[config.mk]
export PLATFORM = sky130hd
export DESIGN_NAME = neuron_ctrl
export DESIGN_NICKNAME = d
export VERILOG_FILES = /design/src/rtl/neuron_pkg.sv /design/src/rtl/neuron_epoch_counter.sv /design/src/rtl/neuron_ctrl.sv
export SDC_FILE = /design/constraint.sdc
export NUM_CORES = 1
export LEC_CHECK = 0
export ABC_AREA = 0
export CAP_MARGIN = 20
export CORE_MARGIN = 3
export CORE_UTILIZATION = 37
export DETAILED_ROUTE_END_ITERATION = 8
export GPL_TIMING_DRIVEN = 0
export PLACE_DENSITY = 0.75
export SYNTH_ARGS = -nofsm -noshare
export SYNTH_HDL_FRONTEND = slang
export SYNTH_SLANG_ARGS = --single-unit
export TNS_END_PERCENT = 100
[constraint.sdc]
create_clock -name clk -period 1.7 [get_ports clk]
set_clock_uncertainty 0.05 [all_clocks]
set_input_delay 0.255 -clock clk [delete_from_list [all_inputs] [get_ports clk]]
set_output_delay 0.255 -clock clk [all_outputs]
set_load 0.05 [all_outputs]
[src/rtl/neuron_pkg.sv]
// Shared definitions for the perceptron training controller: state encoding and
// the default epoch counter width.
package neuron_pkg;

    localparam int EPOCH_W_DEF = 8;

    typedef enum logic [2:0] {
        S_IDLE        = 3'd0,
        S_INIT        = 3'd1,
        S_EPOCH_START = 3'd2,
        S_TEST        = 3'd3,
        S_FETCH       = 3'd4,
        S_EVAL        = 3'd5,
        S_DONE        = 3'd6
    } state_t;

endpackage

[src/rtl/neuron_epoch_counter.sv]
// Epoch counter: synchronous clear, saturating increment.
module neuron_epoch_counter #(
    parameter int W = 8
) (
    input  logic         clk,
    input  logic         rst,
    input  logic         i_clr,
    input  logic         i_inc,
    output logic [W-1:0] o_cnt
);

    logic [W-1:0] r_cnt;

    always_ff @(posedge clk or posedge rst) begin
        if (rst) begin
            r_cnt <= '0;
        end else if (i_clr) begin
            r_cnt <= '0;
        end else if (i_inc && (r_cnt != {W{1'b1}})) begin
            r_cnt <= r_cnt + 1'b1;
        end
    end

    assign o_cnt = r_cnt;

endmodule

[src/rtl/neuron_ctrl.sv]
// Perceptron training controller: sequences sample fetch, evaluation and weight
// updates per epoch. Optional epoch limit enabled by NEURON_CTRL_EPOCH_LIMIT_EN.
module neuron_ctrl
    import neuron_pkg::*;
#(
    parameter int EPOCH_W = EPOCH_W_DEF
) (
    input  logic               clk,
    input  logic               rst,
    input  logic               start,
    input  logic               abort,
    input  logic               sampleValid,
    output logic               sampleReady,
    output logic               sampleRewind,
    input  logic               yEqualt,
    input  logic               endFlag,
    input  logic               flagEOF,
`ifdef NEURON_CTRL_EPOCH_LIMIT_EN
    input  logic [EPOCH_W-1:0] maxEpoch,
`endif
    output logic               reset,
    output logic               nReset,
    output logic               counterReset,
    output logic               flagReset,
    output logic               counterEn,
    output logic               ldRegN,
    output logic               ldRegx1,
    output logic               ldRegx2,
    output logic               ldRegT,
    output logic               ldRegW1,
    output logic               ldRegW2,
    output logic               ldRegB,
    output logic               ldRegFlag,
    output logic               busy,
    output logic               done,
    output logic               converged,
    output logic               timeout,
    output logic [EPOCH_W-1:0] epochs
);

    state_t r_state;
    logic   r_converged;
    logic   r_timeout;
    logic   r_nReset;
    logic   w_limit;
    logic   w_ep_clr;
    logic   w_ep_inc;

`ifdef NEURON_CTRL_EPOCH_LIMIT_EN
    logic [EPOCH_W-1:0] w_ep_next;
    assign w_ep_next = epochs + 1'b1;
    // maxEpoch of zero disables the limit.
    assign w_limit   = (maxEpoch != '0) && (w_ep_next == maxEpoch);
`else
    assign w_limit   = 1'b0;
`endif

    always_ff @(posedge clk or posedge rst) begin
        if (rst) begin
            r_state     <= S_IDLE;
            r_converged <= 1'b0;
            r_timeout   <= 1'b0;
            r_nReset    <= 1'b0;
        end else begin
            r_nReset <= abort;
            if (abort) begin
                r_state     <= S_IDLE;
                r_converged <= 1'b0;
                r_timeout   <= 1'b0;
            end else begin
                case (r_state)
                    S_IDLE:        if (start) r_state <= S_INIT;
                    S_INIT: begin
                        r_converged <= 1'b0;
                        r_timeout   <= 1'b0;
                        r_state     <= S_EPOCH_START;
                    end
                    S_EPOCH_START: r_state <= S_TEST;
                    S_TEST: begin
                        // An epoch with no misclassification ends the run.
                        if (!flagEOF) begin
                            r_state <= S_FETCH;
                        end else if (!endFlag) begin
                            r_state     <= S_DONE;
                            r_converged <= 1'b1;
                        end else if (w_limit) begin
                            r_state   <= S_DONE;
                            r_timeout <= 1'b1;
                        end else begin
                            r_state <= S_EPOCH_START;
                        end
                    end
                    S_FETCH:       if (sampleValid) r_state <= S_EVAL;
                    S_EVAL:        r_state <= S_TEST;
                    S_DONE:        if (start) r_state <= S_INIT;
                    default:       r_state <= S_IDLE;
                endcase
            end
        end
    end

    assign w_ep_clr = abort || (r_state == S_INIT);
    assign w_ep_inc = (r_state == S_TEST) && flagEOF;

    neuron_epoch_counter #(.W(EPOCH_W)) u_epoch_cnt (
        .clk   (clk),
        .rst   (rst),
        .i_clr (w_ep_clr),
        .i_inc (w_ep_inc),
        .o_cnt (epochs)
    );

    // Strobes decode the registered state, so rst drops them in the same cycle.
    assign reset        = (r_state == S_INIT);
    assign ldRegN       = (r_state == S_INIT);
    assign counterReset = (r_state == S_INIT) || (r_state == S_EPOCH_START);
    assign flagReset    = (r_state == S_INIT) || (r_state == S_EPOCH_START);
    assign sampleRewind = (r_state == S_EPOCH_START);
    assign sampleReady  = (r_state == S_FETCH);
    assign ldRegx1      = (r_state == S_FETCH) && sampleValid;
    assign ldRegx2      = (r_state == S_FETCH) && sampleValid;
    assign ldRegT       = (r_state == S_FETCH) && sampleValid;
    assign ldRegFlag    = (r_state == S_EVAL);
    assign counterEn    = (r_state == S_EVAL);
    assign ldRegW1      = (r_state == S_EVAL) && !yEqualt;
    assign ldRegW2      = (r_state == S_EVAL) && !yEqualt;
    assign ldRegB       = (r_state == S_EVAL) && !yEqualt;
    assign busy         = (r_state != S_IDLE) && (r_state != S_DONE);
    assign done         = (r_state == S_DONE);
    assign converged    = r_converged;
    assign timeout      = r_timeout;
    assign nReset       = r_nReset;

endmodule
==> results of run 1 <==
[metrics by stage]
stage	area [sq um]	hold WS, ns	setup WS, ns
floorplan	877	0.0815	-0.0934
global placement	1240	0.467	-0.491
detailed placement	1240	0.472	-0.499
CTS	1310	0.265	-0.0741
global route	1410	0.280	-0.152
finish	1410	0.242	-0.0870
[sequential cells by signal, summed over array words and instances (netlist names)]
name and flops:
nReset 1, r_state 3, u_epoch_cnt.o_cnt 8, converged 1
[power breakdown]
part           switching, W  internal, W
registers        0.00000972     0.000317
clock network     0.0000992    0.0000911
logic              0.000173     0.000144
total              0.000282     0.000552
[routing by layer]
| layer | track usage, % | wire length, microns |
|---|---|---|
| met5 | 0 | 0 |
| met4 | 6.38 | 28 |
| met3 | 4.84 | 191 |
| met2 | 26.7 | 1070 |
| met1 | 18.6 | 841 |
[cell usage after synthesis]
cell      count  share of area (%)
a211oi_1      1               0.95
a21o_1        2                1.9
a21oi_1       7                4.4
a221oi_1      1                1.1
and2_1        2                1.6
and3_1        2                1.6
and4b_1       1                1.3
buf_2         2                1.3
buf_4         8                7.6
conb_1        1               0.47
dfrtp_1      13                 41
ha_1          1                1.6
inv_1         5                2.4
inv_2         1               0.47
mux2i_1       1                1.3
nand2_1       3                1.4
nand2b_1      1               0.79
nand2b_4      1                1.7
nand3_1       2                1.3
nand3b_1      1               0.95
nand4_1       2                1.6
nor2_1       11                5.2
nor2b_1       2                1.6
nor2b_4       1                1.7
nor3_1        1               0.63
o211ai_1      3                2.8
o21ai_0       5                3.2
o22ai_1       1               0.79
or2_0         1               0.79
or2b_1        1               0.95
or3_1         2                1.6
or4_1         1               0.95
xor2_1        3                3.3
[path summary, 6_finish.rpt]
kind	startpoint	to	cells past startpoint
setup / recovery	r_state[0]$_DFFE_PP0P_	u_epoch_cnt.o_cnt[4]$_DFFE_PP0P_	8
hold / removal	rst	converged$_DFFE_PP0P_	2
setup reg to reg	r_state[0]$_DFFE_PP0P_	u_epoch_cnt.o_cnt[4]$_DFFE_PP0P_	8
hold reg to reg	converged$_DFFE_PP0P_	converged$_DFFE_PP0P_	2
max in group asynchronous	rst	u_epoch_cnt.o_cnt[1]$_DFFE_PP0P_	2
min in group clk	converged$_DFFE_PP0P_	converged$_DFFE_PP0P_	2
[repair_timing]
action	in CTS	in global routing
setup buffers	8	7
cloned	0	0
resized for setup	107	24
pin swaps	1	3
setup endpoints to repair	28	18
[cells by family (layout without fill, tap and decap cells)]
| logic type | count (synthesis) | after routing |
|---|---|---|
| mux | 1 | 1 |
| compound gates | 20 | 20 |
| buf+inv | 16 | 67 |
| xor+xnor | 3 | 3 |
| flops | 13 | 13 |
| other cells | 1 | 1 |
| simple gates | 35 | 35 |
| fa+ha+maj | 1 | 1 |
[final cells by class]
class | count | area (sq um)
Fill cell | 163 | 591
Clock buffer | 4 | 26.3
Inverter | 6 | 30.0
Tap cell | 27 | 33.8
Sequential cell | 13 | 335
Multi-Input combinational cell | 61 | 434
Timing Repair Buffer | 48 | 454
Buffer | 9 | 97.6
[placed cells by master, fill, tap and decap left out, types with 3 or more instances in the layout]
| cell type | synthesis | layout |
|---|---|---|
| clkdlybuf4s50_1 | 0 | 7 |
| inv_1 | 5 | 5 |
| nor2_1 | 11 | 10 |
| a21oi_1 | 7 | 6 |
| dfrtp_2 | 0 | 8 |
| dfrtp_1 | 13 | 5 |
| dlygate4sd2_1 | 0 | 10 |
| o21ai_0 | 5 | 3 |
| buf_6 | 0 | 7 |
| buf_8 | 0 | 8 |
| o211ai_1 | 3 | 3 |
| clkbuf_4 | 0 | 3 |
| xor2_1 | 3 | 3 |
| buf_4 | 8 | 22 |
[worst reg2reg max path: cells and delay by family, from the launching register on]
kind / cells / cell delay (ns)
buffers and inverters: 3 / 0.30
DFF: 1 / 0.44
and+or+nand+nor: 5 / 0.94
==> impl_metrics.env, run 1 <==
export IMPL_worst_path_buf_inv=3
export IMPL_grtUsageTotal_pct=15.9
export IMPL_synth_mux_area_share_pct=1.26
export IMPL_yosysWarnings=0
export IMPL_io_buffers=33
export IMPL_synth_compound_area_share_pct=15.1
export IMPL_ctsHoldBuffers=0
export IMPL_critPathLaunchType="flip-flop"
export IMPL_finalSetupTns_ns=-0.265
export IMPL_min_period_over_period_pct=105
export IMPL_avgRoutedWirePerCell_microns=12.7
export IMPL_wirelength_microns=2140
export IMPL_hold_class="primary input to async pin"
export IMPL_drive_above_1_share_pct=46.8
export IMPL_cp_arrival_ns=1.95
export IMPL_fin_cells=168
export IMPL_p_total_w=0.000834
export IMPL_violations="negative setup slack"
export IMPL_p_leak_nw=0.709
export IMPL_clock_sinks=13
export IMPL_status="finished with violations"
export IMPL_insertion_delay_ns=0.28
export IMPL_p_per_area_nw_per_um2=591
export IMPL_clk_pin_slew_ns=0.08
export IMPL_die_height_microns=52.3
export IMPL_cts_made_buffers=3
export IMPL_synth_cell_types=33
export IMPL_via_per_inst=4.95
export IMPL_crit_chain="nor2b_4 -> buf_12 -> nand2b_4 -> inv_8 -> or2_0 -> buf_4 -> or4_1 -> nand2_1"
export IMPL_drv_slew=0
export IMPL_synth_fa_ha_area_share_pct=1.58
export IMPL_grt_pass1_vias=764
export IMPL_post_route_drc_count=0
export IMPL_syn_avg_cell_area_sq_um=8.81
export IMPL_pin_count=35
export IMPL_yosysSeqAreaShare_pct=41.0
export IMPL_place_gp_congestion=0.756
export IMPL_synth_nets=99
export IMPL_htree_levels=1
export IMPL_antenna_found_initial=0
export IMPL_clockBufferDepth=2
export IMPL_crit_family="simple AND/OR/NAND/NOR gates"
export IMPL_grt_setup_unrepaired="yes"
export IMPL_grt_start_max_net_pins=14
export IMPL_drtIter0Drc=21
export IMPL_hold_violations=0
export IMPL_grt_overflow=0
export IMPL_hpwl_microns=1390
export IMPL_dr_pass1_iters=4
export IMPL_critPathRequiredTime_ns=1.87
export IMPL_initial_core_util_pct=39.6
export IMPL_die_w_microns=52.3
export IMPL_diodes=0
export IMPL_area_delta_synth_final_pct=77.9
export IMPL_reg2reg_slack_ns=-0.09
export IMPL_synthXorXnorAreaFrac_pct=3.31
export IMPL_ys_ff_latch=13
export IMPL_dp_cells=150
export IMPL_core_sq_um=2000
export IMPL_crit_fanout=4
export IMPL_synth_top_family_by_area="simple AND/OR/NAND/NOR gates"
export IMPL_grt_pass1_wl_microns=3240
export IMPL_rows=16
export IMPL_fmax_mhz=560
export IMPL_tritoncts="built"
export IMPL_synth_simple_gate_area_share_pct=25.6
export IMPL_end_kind="flip-flop"
export IMPL_slowest_stage="dfrtp_2"
export IMPL_max_cap_viol_count=0
export IMPL_period_needed_ns=1.79
export IMPL_netlist_area_sq_um=793
export IMPL_setup_viol=5
export IMPL_critPathMaxStageDelay_ns=0.44
export IMPL_crit_type="flip-flop to flip-flop"
export IMPL_fin_util_pct=70.5
export IMPL_die_area_sq_um=2740
export IMPL_setup_ws_ns=-0.0870
export IMPL_detail_route_antenna_nets=0
export IMPL_syn_inst=90
export IMPL_nets=151
export IMPL_vdd_ir_drop_max_mv=0.398
export IMPL_root_buffer="clkbuf_4"
export IMPL_routed_via_count=832
No activity file was read; power rests on OpenSTA's default activity.
==> inputs of run 2 (changes only) <==
--- a/config.mk
+++ b/config.mk
@@ -12,6 +12,7 @@
 export DETAILED_ROUTE_END_ITERATION = 8
 export GPL_TIMING_DRIVEN = 0
 export PLACE_DENSITY = 0.75
+export SLEW_MARGIN = 10
 export SYNTH_ARGS = -nofsm -noshare
 export SYNTH_HDL_FRONTEND = slang
 export SYNTH_SLANG_ARGS = --single-unit
==> results of run 2 <==
Same layout as run 1: the final DEF is identical, and so are final timing and power.
==> edit: new RTL, config.mk and constraints of run 2 <==
`EPOCH_W_DEF`: 8 -> 10.
--- a/src/rtl/neuron_pkg.sv
+++ b/src/rtl/neuron_pkg.sv
@@ -4,3 +4,3 @@
 
-    localparam int EPOCH_W_DEF = 8;
+    localparam int EPOCH_W_DEF = 10;
 
Ports: changed (resized epochs); port bits go from 35 to 37. No check against the original RTL was run, so the function may have changed too.
==> edit against run 2 <==
The run still ends with setup timing left. Clock power grew 7%. Wire length grew 31%. Die area grew 20%. Non-clock buffer count grew 11. Final cell count grew 16%. Via count grew 26%. Fmax shrank 0.95%. Power grew 31%. Area after synthesis grew 22%. Worst setup slack lost 0.017 ns. Register-to-register slack gained 0.03 ns. Sequential cell count grew 2. Design area grew 20%.
==> edit: results (changes against run 2) <==
[metrics] status: finished, violations left
[metrics] violations in the final reports: setup timing
[metrics] total global routing track utilization: 17.2% (+1.4 points)
[metrics] worst setup slack after layout: -0.104 ns (-0.0172 ns)
[metrics] clk pwr: 204 uW (+7%)
[metrics] largest voltage drop on the vdd net: 0.483 mV (+21%)
[metrics] setup_tns: -0.709 ns (-0.444 ns)
[metrics] minimum setup slack after placement: -0.498 ns (+0.000531 ns)
[metrics] number of design-rule violations left by the first detailed-router iteration: 36 (+71%)
[metrics] M1 GR Usage: 21.8% (+3.2 points)
[metrics] synthesized-area fraction occupied by adder cells: 1.29% (-0.29 points)
[metrics] Area contributors post-synth: sky130_fd_sc_hd__dfrtp_1, sky130_fd_sc_hd__buf_4, sky130_fd_sc_hd__nor2_1, sky130_fd_sc_hd__nand3_1, sky130_fd_sc_hd__xnor2_1
[metrics] Setup violations, final: 11 (+6)
[metrics] share of post-route cells with drive strength above 1: 44.9% (-1.9 points)
[metrics] total wirelength of the detailed-routed design: 2790 um (+31%)
[metrics] number of resized instances in the post-cts repair step: 117 (+9.3%)
[metrics] Synth Area in Compound Gates: 14.6% (-0.58 points)
[metrics] Critical R2R Capture: u_epoch_cnt.o_cnt[8]
[metrics] instance area after placement: 1470 um2 (+19%)
[metrics] Arr. time, crit path: 1.50 ns (-0.45 ns)
[metrics] vias per std cell: 5.36 (+8.3%)
[metrics] met3 wire len: 149 um (-22%)
[metrics] flip-flop count of the largest register after layout: 10 (+2)
[metrics] M1 WL: 1220 um (+45%)
[metrics] mux share of post-synthesis cell area: 0% (-1.3 points)
[metrics] R2R Path Start: r_state[2]
[metrics] Sw Share: 36.6% (+2.8 points)
[metrics] total number of nets in the final design: 177 (+17%)
[metrics] library cells used by synthesis: 42 (+27%)
[metrics] highest cell delay on the worst timing path: 0.42 ns (-0.02 ns)
[metrics] synthesized area per cell: 8.83 um2 (+0.14%)
==> edit: how the worst max path moves through the flow <==
stage / start / endpoint / cells after the start
detailed placement: r_state[0] / ldRegx1 / 6
CTS: r_state[1] / ldRegW2 / 6
global route: r_state[0] / ldRegx1 / 6
global placement: r_state[0] / flagReset / 6
floorplan: u_epoch_cnt.o_cnt[0] / u_epoch_cnt.o_cnt[9] / 6
finish: r_state[0] / ldRegx1 / 6
==> edit: area by class of cell <==
type / instances / area, um2 / share of cell area, %
sequential: 15 / 383 / 22.6
inverter: 4 / 17.5 / 1.03
multi-input combinational: 76 / 572 / 33.8
tap: 28 / 35.0 / 2.07
clock buffer: 4 / 26.3 / 1.55
buffer: 14 / 146 / 8.64
timing repair buffer: 54 / 514 / 30.4
==> edit: cells by family after synthesis <==
family / after synthesis
AOI/OAI and AO/OA: 19
xor gates and xnor gates: 5
adders and majority gates: 1
buffers and inverters: 19
DFF: 15
other: 1
and+or+nand+nor: 50
